File: config.mk
export PLATFORM = sky130hd
export DESIGN_NAME = sync_pair_aligner
export DESIGN_NICKNAME = d
export VERILOG_FILES = /design/src/rtl/sync_pair_aligner.sv
export SDC_FILE = /design/constraint.sdc
export NUM_CORES = 1
export LEC_CHECK = 0
export CORE_MARGIN = 1.5
export CORE_UTILIZATION = 50
export CTS_CLUSTER_SIZE = 30
export DETAILED_ROUTE_END_ITERATION = 12
export HOLD_SLACK_MARGIN = 0.03
export PLACE_DENSITY = 0.73
export SYNTH_ARGS = -nofsm -noshare
export SYNTH_HDL_FRONTEND = slang
export SYNTH_SLANG_ARGS = --single-unit
export TNS_END_PERCENT = 100
File: constraint.sdc
create_clock -name clk_25 -period 5.5 [get_ports clk_25]
set_input_delay 1.1 -clock clk_25 [delete_from_list [all_inputs] [get_ports clk_25]]
set_output_delay 1.1 -clock clk_25 [all_outputs]
set_load 0.05 [all_outputs]
File: src/rtl/sync_pair_aligner.sv
// sync_pair_aligner: pairs FIFO pixels with in-order homography results; optional mismatch flag via SYNC_COORD_CHECK_EN.
module sync_pair_aligner #(
  parameter int XW = 10,
  parameter int DEPTH = 8,
  localparam int AW = $clog2(DEPTH)
) (
  input  logic            clk_25,
  input  logic            rst,
  input  logic [2*XW+23:0] q,
  input  logic            rdempty,
  output logic            rdclk,
  output logic            rdreq,
  output logic [XW-1:0]   query_x,
  output logic [XW-1:0]   query_y,
  output logic            start,
  input  logic            ready,
  input  logic [XW-1:0]   return_x,
  input  logic [XW-1:0]   return_y,
  input  logic [4:0]      r,
  input  logic [5:0]      g,
  input  logic [4:0]      b,
  input  logic            flush,
  output logic            val,
  output logic [XW-1:0]   sync_x,
  output logic [XW-1:0]   sync_y,
  output logic [4:0]      dvi_r,
  output logic [5:0]      dvi_g,
  output logic [4:0]      dvi_b,
  output logic [4:0]      ccd_r,
  output logic [5:0]      ccd_g,
  output logic [4:0]      ccd_b,
  output logic [AW:0]     pending,
  output logic            underflow,
  output logic            debug
);
  localparam int EW = 2*XW+16;
  typedef enum logic [1:0] {S_IDLE, S_RUN, S_DRAIN} state_t;
  state_t state_q, state_d;
  logic rdreq_q, rdreq_d, rd1_q, start_q, val_q, und_q;
  logic [AW-1:0] wr_q, rd_q;
  logic [AW:0] pend_q, pend_d;
  logic [XW-1:0] qx_q, qy_q, sx_q, sy_q;
  logic [4:0] dr_q, db_q, cr_q, cb_q;
  logic [5:0] dg_q, cg_q;
  logic [EW-1:0] mem [DEPTH];
  logic [EW-1:0] in_e, head;
  logic push, pop;
  assign rdclk = clk_25;
  assign in_e = {q[2*XW+23 -: 2*XW], q[23:19], q[15:10], q[7:3]};
  assign push = rd1_q;
  // an empty queue pops the entry arriving this cycle directly
  assign head = (pend_q == '0) ? in_e : mem[rd_q];
  assign pop = ready && (pend_q != '0 || push);
  assign pend_d = pend_q + (AW+1)'(push) - (AW+1)'(pop);
  // reserve room for the read still in the FIFO pipeline
  assign rdreq_d = state_q == S_RUN && !flush && !rdempty &&
                   ({1'b0, pend_d} + (AW+2)'(rdreq_q) < (AW+2)'(DEPTH));
  always_comb begin
    state_d = state_q;
    case (state_q)
      S_IDLE:  state_d = (!rdempty && !flush) ? S_RUN : S_IDLE;
      S_RUN:   state_d = flush ? S_DRAIN : S_RUN;
      S_DRAIN: state_d = (!flush && pend_q == '0 && !rdreq_q && !rd1_q) ? S_IDLE : S_DRAIN;
      default: state_d = S_IDLE;
    endcase
  end
  always_ff @(posedge clk_25) if (push) mem[wr_q] <= in_e;
  always_ff @(posedge clk_25 or posedge rst) begin
    if (rst) begin
      state_q <= S_IDLE;
      rdreq_q <= 1'b0;
      rd1_q <= 1'b0;
      start_q <= 1'b0;
      val_q <= 1'b0;
      und_q <= 1'b0;
      wr_q <= '0;
      rd_q <= '0;
      pend_q <= '0;
      qx_q <= '0;
      qy_q <= '0;
      sx_q <= '0;
      sy_q <= '0;
      dr_q <= '0;
      dg_q <= '0;
      db_q <= '0;
      cr_q <= '0;
      cg_q <= '0;
      cb_q <= '0;
    end else begin
      state_q <= state_d;
      rdreq_q <= rdreq_d;
      rd1_q <= rdreq_q;
      start_q <= push;
      val_q <= pop;
      pend_q <= pend_d;
      if (push) begin
        wr_q <= wr_q + 1'b1;
        qx_q <= in_e[EW-1 -: XW];
        qy_q <= in_e[EW-XW-1 -: XW];
      end
      if (pop) begin
        rd_q <= rd_q + 1'b1;
        sx_q <= head[EW-1 -: XW];
        sy_q <= head[EW-XW-1 -: XW];
        dr_q <= head[15:11];
        dg_q <= head[10:5];
        db_q <= head[4:0];
        cr_q <= r;
        cg_q <= g;
        cb_q <= b;
      end
      if (ready && !pop) und_q <= 1'b1;
    end
  end
`ifdef SYNC_COORD_CHECK_EN
  logic dbg_q;
  always_ff @(posedge clk_25 or posedge rst) begin
    if (rst) dbg_q <= 1'b0;
    else if (pop && (return_x != head[EW-1 -: XW] || return_y != head[EW-XW-1 -: XW])) dbg_q <= 1'b1;
  end
  assign debug = dbg_q;
  logic unused_bits;
  assign unused_bits = ^{q[18:16], q[9:8], q[2:0]};
`else
  assign debug = 1'b0;
  logic unused_bits;
  assign unused_bits = ^{q[18:16], q[9:8], q[2:0], return_x, return_y};
`endif
  assign rdreq = rdreq_q;
  assign start = start_q;
  assign query_x = qx_q;
  assign query_y = qy_q;
  assign val = val_q;
  assign sync_x = sx_q;
  assign sync_y = sy_q;
  assign dvi_r = dr_q;
  assign dvi_g = dg_q;
  assign dvi_b = db_q;
  assign ccd_r = cr_q;
  assign ccd_g = cg_q;
  assign ccd_b = cb_q;
  assign pending = pend_q;
  assign underflow = und_q;
endmodule

==> Yosys cells after proc, flatten, opt, wreduce, memory -nomap -nowiden <==
Memories as Yosys holds them, arrays and structs flattened.
Index checks and enable logic that the tools add are counted.
{ "word_totals": {"elab_cells": 53, "mem_count": 1, "reg_bits": 89, "mem_bits_rw": 288, "input_bits": 85, "output_inout_bits": 82} }
{ "mem_list": {"columns": ["memory", "words", "word_bits", "rd", "rd_ports_with_merged_regs", "wr", "line_no", "text"], "rows": [
  ["mem", 8, 36, 1, 0, 1, "45", "logic [EW-1:0] mem [DEPTH];"]
]} }
{ "op_classes": {"n_mux": 7, "n_eq_ne": 2, "n_reduce_logical": 18, "add_sub_neg": 5, "magnitude_cmp": 1} }
{ "op_table": {"columns": ["op", "n"], "rows": [
  ["2-to-1 mux 36 bit", 1],
  ["logical AND 1 bit", 9],
  ["adder 3 x 1 -> 3 bit, second input constant", 2],
  ["one-hot mux 2 bit (3 select lines)", 1],
  ["adder 4 x 1 -> 5 bit", 1],
  ["logical NOT 1 bit", 5],
  ["< comparator 5 x 4 -> 1 bit, second input constant", 1],
  ["adder 4 x 1 -> 4 bit", 1],
  ["logical NOT 4 bit", 1],
  ["2-to-1 mux 2 bit", 2],
  ["nonzero test 4 bit", 1],
  ["subtractor 4 x 1 -> 4 bit", 1],
  ["2-to-1 mux 1 bit", 3],
  ["== test 2 x 1 -> 1 bit, second input constant", 1],
  ["== test 2 bit, second input constant", 1],
  ["logical NOT 2 bit", 1],
  ["logical OR 1 bit", 1]
]} }

==> Longest topological paths before layout <==
Gate-level depths: netlist of the first run.
{ "depth": {"depth_word": 7, "ltp_mapped": 14, "mapped_depth_nobuf": 13} }

==> out/results.tsv, run 1 <==
stage	metric	value	unit
final_layout	seqCellArea	0.01088	mm^2
synth	async_reset_ff_share	23.61	%
timing	grt_setup_unrepaired	no	
synth	avgSynthCellArea	17.38	um^2
place	portBuffers	137	
final_layout	drive_gt1_share	16.91	%
floorplan	dieHeight	174.7	um
synth	yosysUniqueCellTypes	42	
floorplan	die_area	0.03051	mm^2
synth	yosysTopAreaCellShare	58.69	%
setup_path	worstPathCellList	clkbuf_16 > clkbuf_16 > clkdlybuf4s50_1	
power_and_ir_drop	p_per_area	505.1	mW/mm^2
timing	skew	0.02164	ns
timing	slew_headroom	30.15	%
synth	synth_seq_area_share	73.80	%
timing	tns	0	ns
routing	first_pass_iters	5	
final_layout	n_fill_cell	2104	
setup_path	critPathTopFamily	buffers and inverters	
routing	wl_met2	14750	um
synth	synth.area.top_cells	edfxtp_1 (59%), dfrtp_1 (15%), mux4_2 (6.6%)	
floorplan	fp.dieW	174.7	um
timing	setup_violations	0	
global_route	antenna_found_initial	2	
setup_path	cpPeakStageDelay	0.69	ns
place	gp_congestion	0.7071	
routing	routed_wl	30600	um
power_and_ir_drop	leakage	6.358	nW
timing	maxSlewViolCount	0	
clock_tree	cts_tree	yes	
floorplan	rows	62	
min_path	hp-class	flop to flop	
synth	syn_inst	848	
floorplan	num_io_pins	167	
global_route	grt_pass1_wl	47710	um
synth	synth-seq-cells	377	
synth	yosysMostFrequentCell	edfxtp_1	
clock_tree	clk_pin_slew	0.06	ns
final_layout	nets	1093	
setup_path	cp_common_cell	clkbuf_16	
setup_path	worstSetupPathType	clock port to primary output	
routing	avgViaCountPerCell	5.654	
clock_tree	postCtsSetupBuffers	0	
synth	netlist_area	0.01474	mm^2
routing	wl_met1	13220	um
timing	report.final.hold_viol_count	0	
timing	tightest_slew	1.048	ns
synth	yosys_warnings	0	
synth	synth_commonest_cells	edfxtp_1 (288), dfrtp_1 (89), nand2_1 (80), mux2i_1 (52), mux4_2 (43)	
routing	highest_layer	met4	
routing	wl_per_cell	21.63	um
power_and_ir_drop	peakVddDrop	0.3915	mV
setup_path	cp_max_fo	2	
clock_tree	cts_resized	0	
synth	synth-edff-count	288	
clock_tree	hold_buffers	0	
clock_tree	clock_latency	0.63	ns
global_route	grt_max_degree	57	
timing	hold-worst-slack	0.4652	ns
routing	vias	8000	
routing	ant_nets	0	
flow_run	maxCapViolCount	0	
synth	synth_top_area_cell	edfxtp_1	
global_route	overflow	0	
routing	drc	0	
global_route	first_global_vias	8152	
floorplan	core-area	0.02886	mm^2
routing	dr.first_iter.drc_count	678	
setup_path	critPathArrivalTime	3.69	ns
floorplan	start_util	51.06	%
setup_path	worstSetupEndpointType	primary output	
final_layout	area_growth	20.93	%
synth	synth_flop_cell	edfxtp_1	
synth	syn_nets	941	
setup_path	slowest_stage	clkdlybuf4s50_1	
routing	dr_wl_met3	1988	um
global_route	track_usage	20.64	%
place	hpwl	16840	um
final_layout	multi_input_area	0.003591	mm^2
setup_path	startpoint_type	clock port	
setup_path	cp_data_required_time	4.40	ns
setup_path	path_buf_inv	3	
status	status	complete, no violations	
[layout make-up]
| class | instances | area share [%] |
|---|---|---|
| Antenna cell | 2 | 0.02809 |
| Multi-Input combinational cell | 411 | 20.15 |
| Clock inverter | 16 | 0.7373 |
| Sequential cell | 377 | 61.07 |
| Tap cell | 384 | 2.696 |
| Clock buffer | 57 | 6.474 |
| Timing Repair Buffer | 157 | 8.594 |
| Inverter | 11 | 0.2458 |
[worst paths after layout]
| check | startpoint | depth (start not counted) | slack [ns] | to |
|---|---|---|---|---|
| min in group asynchronous | rst | 2 | 0.98 | query_x[8] |
| max in group asynchronous | rst | 3 | 3.49 | push |
| min | rdreq | 0 | 0.47 | push |
| max reg2reg | push | 9 | 2.31 | rdreq |
| max | clk_25 | 3 | 0.71 | rdclk |
| min reg2reg | rdreq | 0 | 0.47 | push |
[where the power goes]
part | total, W | switching (W) | internal, W
registers | 0.00359 | 0.000308 | 0.00329
logic | 0.00278 | 0.00160 | 0.00117
clock network | 0.00263 | 0.00107 | 0.00156
[logic make-up after synthesis]
group / share of synthesized area [%]
DFF: 73.80
and+or+nand+nor: 4.568
buffers and inverters: 2.250
adders and majority gates: 0.7302
xor gates and xnor gates: 0.4161
muxes: 12.24
other: 0.02545
AOI/OAI and AO/OA: 5.961
[flip-flops by register name, summed over array words and instances, names as in the netlist, 6 cells and up]
signal   cells
mem        288
query_x     10
dvi_g        6
sync_x      10
query_y     10
ccd_g        6
sync_y      10
[routing by layer]
layer	vias up	GRT usage (%)
li1	3576	-
met1	4065	28.83
met2	307	33.76
met3	52	3.329
met4	0	6.232
met5	-	0
[metrics by stage]
step           setup WS (ns)  cell area, um^2  utilization (%)  std cells  power, W
2_1_floorplan          1.483            14740                -        848  0.005695
3_3_place_gp          0.9779            16540            57.31       1341  0.006444
3_5_place_dp          0.9779            16540            57.31       1341  0.006492
4_1_cts               0.7053            17810            61.73       1413  0.009083
5_1_grt               0.7049            17820            61.74       1414  0.009391
6_report              0.7135            17820            61.75       1415  0.009001
[cell usage in the layout (no fill, tap or decap), types with 5 or more instances in the layout]
cell type and instances:
nor2_4 6, o21ai_0 36, mux2i_1 52, ha_1 7
a22oi_1 26, clkdlybuf4s50_1 137, clkbuf_1 10, clkinv_2 5
dfrtp_1 85, nand2_1 80, nor2_1 14, clkbuf_16 42
edfxtp_1 288, a211oi_1 9, a211oi_2 16, a31oi_1 13
buf_4 20, mux4_2 43, mux2_2 21, nand3_1 13
o21ai_1 23, clkinv_1 6, nor2b_1 25, inv_1 9
No activity file was read; power rests on OpenSTA's default activity.
==> run 2: changes to the inputs <==
Clock period 5.5 ns to 6 ns, I/O delays scaled along.
==> out/results.tsv, run 2 (synthesized netlist as in run 1, its figures left out) <==
stage	metric	value	unit	change
routing	avgViaCountPerCell	5.561		-1.6%
setup_path	cpPeakStageDelay	0.69	ns	about the same
global_route	use_met1	27.62	%	-1.2 points
floorplan	num_io_pins	167		unchanged
global_route	track_usage	20.27	%	-0.37 points
global_route	top_usage_layer	met2		
routing	routed_wl	29960	um	-2.1%
final_layout	final_common_cell	edfxtp_1		
clock_tree	clk_pin_slew	0.06	ns	about the same
global_route	antenna_found_initial	1		-1
routing	first_pass_iters	5		unchanged
timing	maxSlewViolCount	0		unchanged
flow_run	maxCapViolCount	0		unchanged
routing	wl_per_cell	21.14	um	-2.3%
global_route	grt_max_degree	56		-1.8%
final_layout	final_util	62.08	%	+0.33 points
place	portBuffers	137		unchanged
final_layout	area_growth	21.58	%	
clock_tree	postCtsSetupBuffers	0		unchanged
place	hpwl	16610	um	-1.4%
final_layout	final_area	0.01791	mm^2	+0.53%
clock_tree	clock_latency	0.64	ns	about the same
setup_path	worstPathCellList	clkbuf_16 > clkbuf_16 > clkdlybuf4s50_1		
setup_path	cp_data_required_time	4.80	ns	+0.40 ns
final_layout	mostFrequentLayoutCells	edfxtp_1 (288), clkdlybuf4s50_1 (137), dfrtp_1 (85), nand2_1 (80), mux2i_1 (52)		
setup_path	worstSetupEndpointType	primary output		
floorplan	start_util	51.06	%	unchanged
floorplan	core-area	0.02886	mm^2	unchanged
setup_path	cp_max_fo	2		unchanged
floorplan	dieHeight	174.7	um	unchanged
floorplan	die_area	0.03051	mm^2	unchanged
routing	ant_nets	0		unchanged
power_and_ir_drop	peakVddDrop	0.4426	mV	+13%
setup_path	critPathArrivalTime	3.94	ns	+0.25 ns
global_route	grt.met3_usage	4.003	%	+0.67 points
setup_path	slowest_stage	clkdlybuf4s50_1		
floorplan	fp.dieW	174.7	um	unchanged
power_and_ir_drop	p_per_area	468.4	mW/mm^2	-7.3%
final_layout	largest_reg_flops	288		unchanged
final_layout	nets	1094		+0.091%
min_path	hp-class	flop to flop		
routing	drc	0		unchanged
setup_path	startpoint_type	clock port		
setup_path	path_buf_inv	3		unchanged
timing	tightest_slew	1.003	ns	-0.04524 ns
setup_path	cp_common_cell	clkbuf_16		
global_route	grtUsageMet2	33.80	%	about the same
floorplan	rows	62		unchanged
place	place_area	0.01654	mm^2	unchanged
final_layout	top_register	mem		
setup_path	worstSetupPathType	clock port to primary output		
clock_tree	cts_resized	0		unchanged
place	gp_congestion	0.7205		+1.9%
final_layout	drive_gt1_share	17.34	%	+0.44 points
timing	slew_headroom	33.16	%	+3.0 points
timing	grt_setup_unrepaired	no		
power_and_ir_drop	leakage	6.399	nW	+0.64%
timing	setup_violations	0		unchanged
global_route	overflow	0		unchanged
status	status	complete, no violations		
timing	report.final.hold_viol_count	0		unchanged
routing	dr.first_iter.drc_count	681		+0.44%
final_layout	n_fill_cell	2044		-2.9%
setup_path	critPathTopFamily	buffers and inverters		
clock_tree	cts_tree	yes		
global_route	grt_pass1_wl	46790	um	-1.9%
routing	vias	7880		-1.5%
timing	tns	0	ns	unchanged
timing	skew	0.01717	ns	-0.004465 ns
global_route	first_global_vias	8069		-1.0%
clock_tree	hold_buffers	0		unchanged
[run 2: metal layers]
metal  up-vias  share of wire (%)
met5         -                  0
met4         0                1.4
met3        37                6.5
met2       243                 49
met1      4022                 43
li1       3578                  -
[run 2: worst paths after layout]
| check | from | to | slack, ns | cells after the start |
|---|---|---|---|---|
| worst max-delay path | clk_25 | rdclk | 0.86 | 3 |
| worst min-delay path | rdreq | push | 0.46 | 0 |
| worst max register to register | push | rdreq | 2.78 | 9 |
| worst min register to register | rdreq | push | 0.46 | 0 |
| max in group asynchronous | rst | dvi_g[4] | 3.96 | 3 |
| min in group asynchronous | rst | sync_x[9] | 1.07 | 2 |
[run 2: power by group]
part | switching [W] | internal [W] | leakage, nW
logic | 0.00148 | 0.00107 | 2.04
registers | 0.000266 | 0.00301 | 3.69
clock network | 0.00100 | 0.00156 | 0.665
[run 2: area by class of cell]
type	count	area [um^2]	area share, %
Multi-Input combinational cell	411	3591	20.04
Inverter	11	43.79	0.2444
Clock buffer	58	1147	6.405
Sequential cell	377	10880	60.75
Tap cell	384	480.5	2.682
Antenna cell	1	2.502	0.01397
Clock inverter	18	235.2	1.313
Timing Repair Buffer	157	1531	8.549
[run 2: through the flow]
step / worst slack [ns] / cells / hold slack [ns] / power, W
after floorplan: 1.633 / 848 / 0.3487 / 0.005220
after global routing: 0.8557 / 1416 / 0.4857 / 0.008758
after detailed placement: 1.128 / 1341 / 0.4577 / 0.005942
final: 0.8646 / 1417 / 0.4605 / 0.008392
after CTS: 0.8568 / 1416 / 0.4710 / 0.008458
after global placement: 1.128 / 1341 / 0.4377 / 0.005909
==> RTL edit: new RTL, config.mk and constraints of run 1 <==
Put one more register stage on the output `sync_x`. The value now appears one clock later. The other outputs are not delayed to match.
--- a/src/rtl/sync_pair_aligner.sv
+++ b/src/rtl/sync_pair_aligner.sv
@@ -132,5 +132,7 @@
   assign query_y = qy_q;
   assign val = val_q;
-  assign sync_x = sx_q;
+  always_ff @(posedge clk_25) begin
+    sync_x <= sx_q;
+  end
   assign sync_y = sy_q;
   assign dvi_r = dr_q;
Formal check against the unedited RTL: not equivalent (Yosys sat finds a counterexample within 10 cycles, from zero or initial values and one cycle with rst high).
==> RTL edit against run 1 <==
- setup slack improved by 0.0013 ns
- power rose by 2.2%
- via count rose by 1.1%
- synthesized cell count rose by 1.2%
- clock power rose by 4%
- sequential power rose by 2%
- synthesized area rose by 1.2%
- wire length rose by 0.83%
- clock skew fell by 0.0079 ns
- design area rose by 1.3%
- sequential cell count rose by 10
- register-to-register slack improved by 0.02 ns
- hold slack got worse by 0.091 ns
- critical path type unchanged
- largest cell class unchanged
- largest power group unchanged
==> RTL edit: results (changes against run 1) <==
- Status: completed
- Yosys top cell by area: edfxtp_1
- Setup bufs post-CTS: 0 (unchanged)
- Critical path arrival: 3.69 ns (about the same)
- Later-pin clock latency in the skew report: roughly 0.64 ns
- CP startpoint: clk_25
- Layout cells sized above 1: 17.0% (+0.044 points)
- Yosys warns: 0 (unchanged)
- VDD IR max: 0.487 mV (+24%)
- HP Class: register to register
- I/O Buffers: 137 (unchanged)
- Most common library cells after synthesis: edfxtp_1, dfrtp_1, nand2_1
- Pre-CTS setup slack: 0.978 ns (unchanged)
- Area contributors post-synth: edfxtp_1, dfrtp_1, mux4_2, mux2i_1, nand2_1
- Post-DR vias/cell: 5.64 (-0.26%)
- Most flops, register: mem
- Clock network power: 0.00273 W (+4%)
- RR Startpoint: pending[2]
- Post_cts resized: 0 (unchanged)
- Psw: 0.00302 W (+0.99%)
- Unique masters post-synth: 47 (+12%)
- # fillers: 2098 (-0.29%)
- Avg WL per Cell: 21.5 um (-0.50%)
- Max FFs per register: 288 (unchanged)
- GPL Wtd Cong: 0.703 (-0.55%)
- Vias in the first global route: 8455 (+3.7%)
- Clock transition at path regs: 0.06 ns (about the same)
- Fin worst setup slack: 0.715 ns (+0.00131 ns)
- Post-route ant nets: 0 (unchanged)
- Largest net degree at the start of global routing: 60 (+5.3%)
- Comb. pwr: 0.00280 W
- Hold Crit Start: sx_q[3]
- Leakage power: 6.45 nW (+1.5%)
- Post-Place Cell Area: 16700 sq um (+1.0%)
- R2r setup slk: 2.33 ns (+0.02 ns)
- First DRT Iteration DRCs: 622 (-8.3%)
- Nets@finish: 1106 (+1.2%)
- Antenna cells: 0 (-2)
- Post-Syn Nets: 951 (+1.1%)
- CP Max Fanout: 2 (unchanged)
- Post-synthesis sequential area ratio: 74.3% (+0.49 points)
- GRT Total Usage: 20.9% (+0.22 points)
- Cell family with most CP delay: buffers and inverters
- First-pass GRT wire length: 48400 um (+1.5%)
- Slowest CP cell: clkdlybuf4s50_1
- Post-synth ARST share: 23.0% (-0.61 points)
- Initial antenna violation count: 0 (-2)
- First drt pass iteration count: 5 (unchanged)
- Post-synth EDFFs: 288 (unchanged)
- Post-route clock skew: 0.0137 ns (-0.00791 ns)
- DP HPWL: 17200 um (+2.0%)
- Worst Max-Slew Pin Slew: 1.22 ns (+0.171 ns)
- CP max stage delay: 0.69 ns (about the same)
==> RTL edit: cell types whose count changed in the layout (fill, tap and decap cells not counted), sizes merged, moves of 2 or more <==
cell | run 1 | this run
diode | 2 | 0
mux2i | 52 | 48
inv | 12 | 14
clkinv | 11 | 9
dfxtp | 0 | 10
clkbuf | 56 | 61
nand2 | 80 | 83
==> RTL edit: area by class of cell <==
type	count	area, sq um	area share, %
sequential	387	11100	61.4
tap	390	488	2.70
timing repair buffer	158	1530	8.46
inverter	12	47.5	0.263
multi-input combinational	410	3550	19.7
clock buffer	62	1210	6.73
clock inverter	15	133	0.735
==> RTL edit: kinds of logic (layout without fill, tap and decap cells) <==
family / Yosys count / count (layout) / synth area share, %
simple gates: 150 / 150 / 4.52
fa+ha+maj: 8 / 8 / 0.722
compound gates: 127 / 127 / 5.67
buf+inv: 61 / 247 / 2.35
other cells: 1 / 1 / 0.0252
flops: 387 / 387 / 74.3
mux: 117 / 117 / 12.0
xor+xnor: 7 / 7 / 0.411
==> RTL edit: worst paths after layout <==
path,to,cells after the start
setup / recovery,rdclk,3
hold / removal,sync_x[3],0
setup reg to reg,rdreq,14
hold reg to reg,sync_x[3],0
max in group asynchronous,query_x[7],3
min in group asynchronous,ccd_b[0],2
==> RTL edit: per-stage QoR <==
step                cells  utilization (%)  hold slack (ns)  power (W)
floorplan             858                -            0.347    0.00580
global placement     1358             56.7            0.354    0.00654
detailed placement   1358             56.7            0.357    0.00659
CTS                  1434             61.2            0.368    0.00928
global route         1434             61.2            0.376    0.00961
finish               1434             61.2            0.374    0.00920
==> RTL edit: routing by layer <==
metal,vias up,track usage [%],wire (um)
met5,-,0,0
met4,0,6.94,654
met3,57,4.61,2010
met2,263,34.0,15100
met1,4158,28.0,13100
li1,3608,-,-
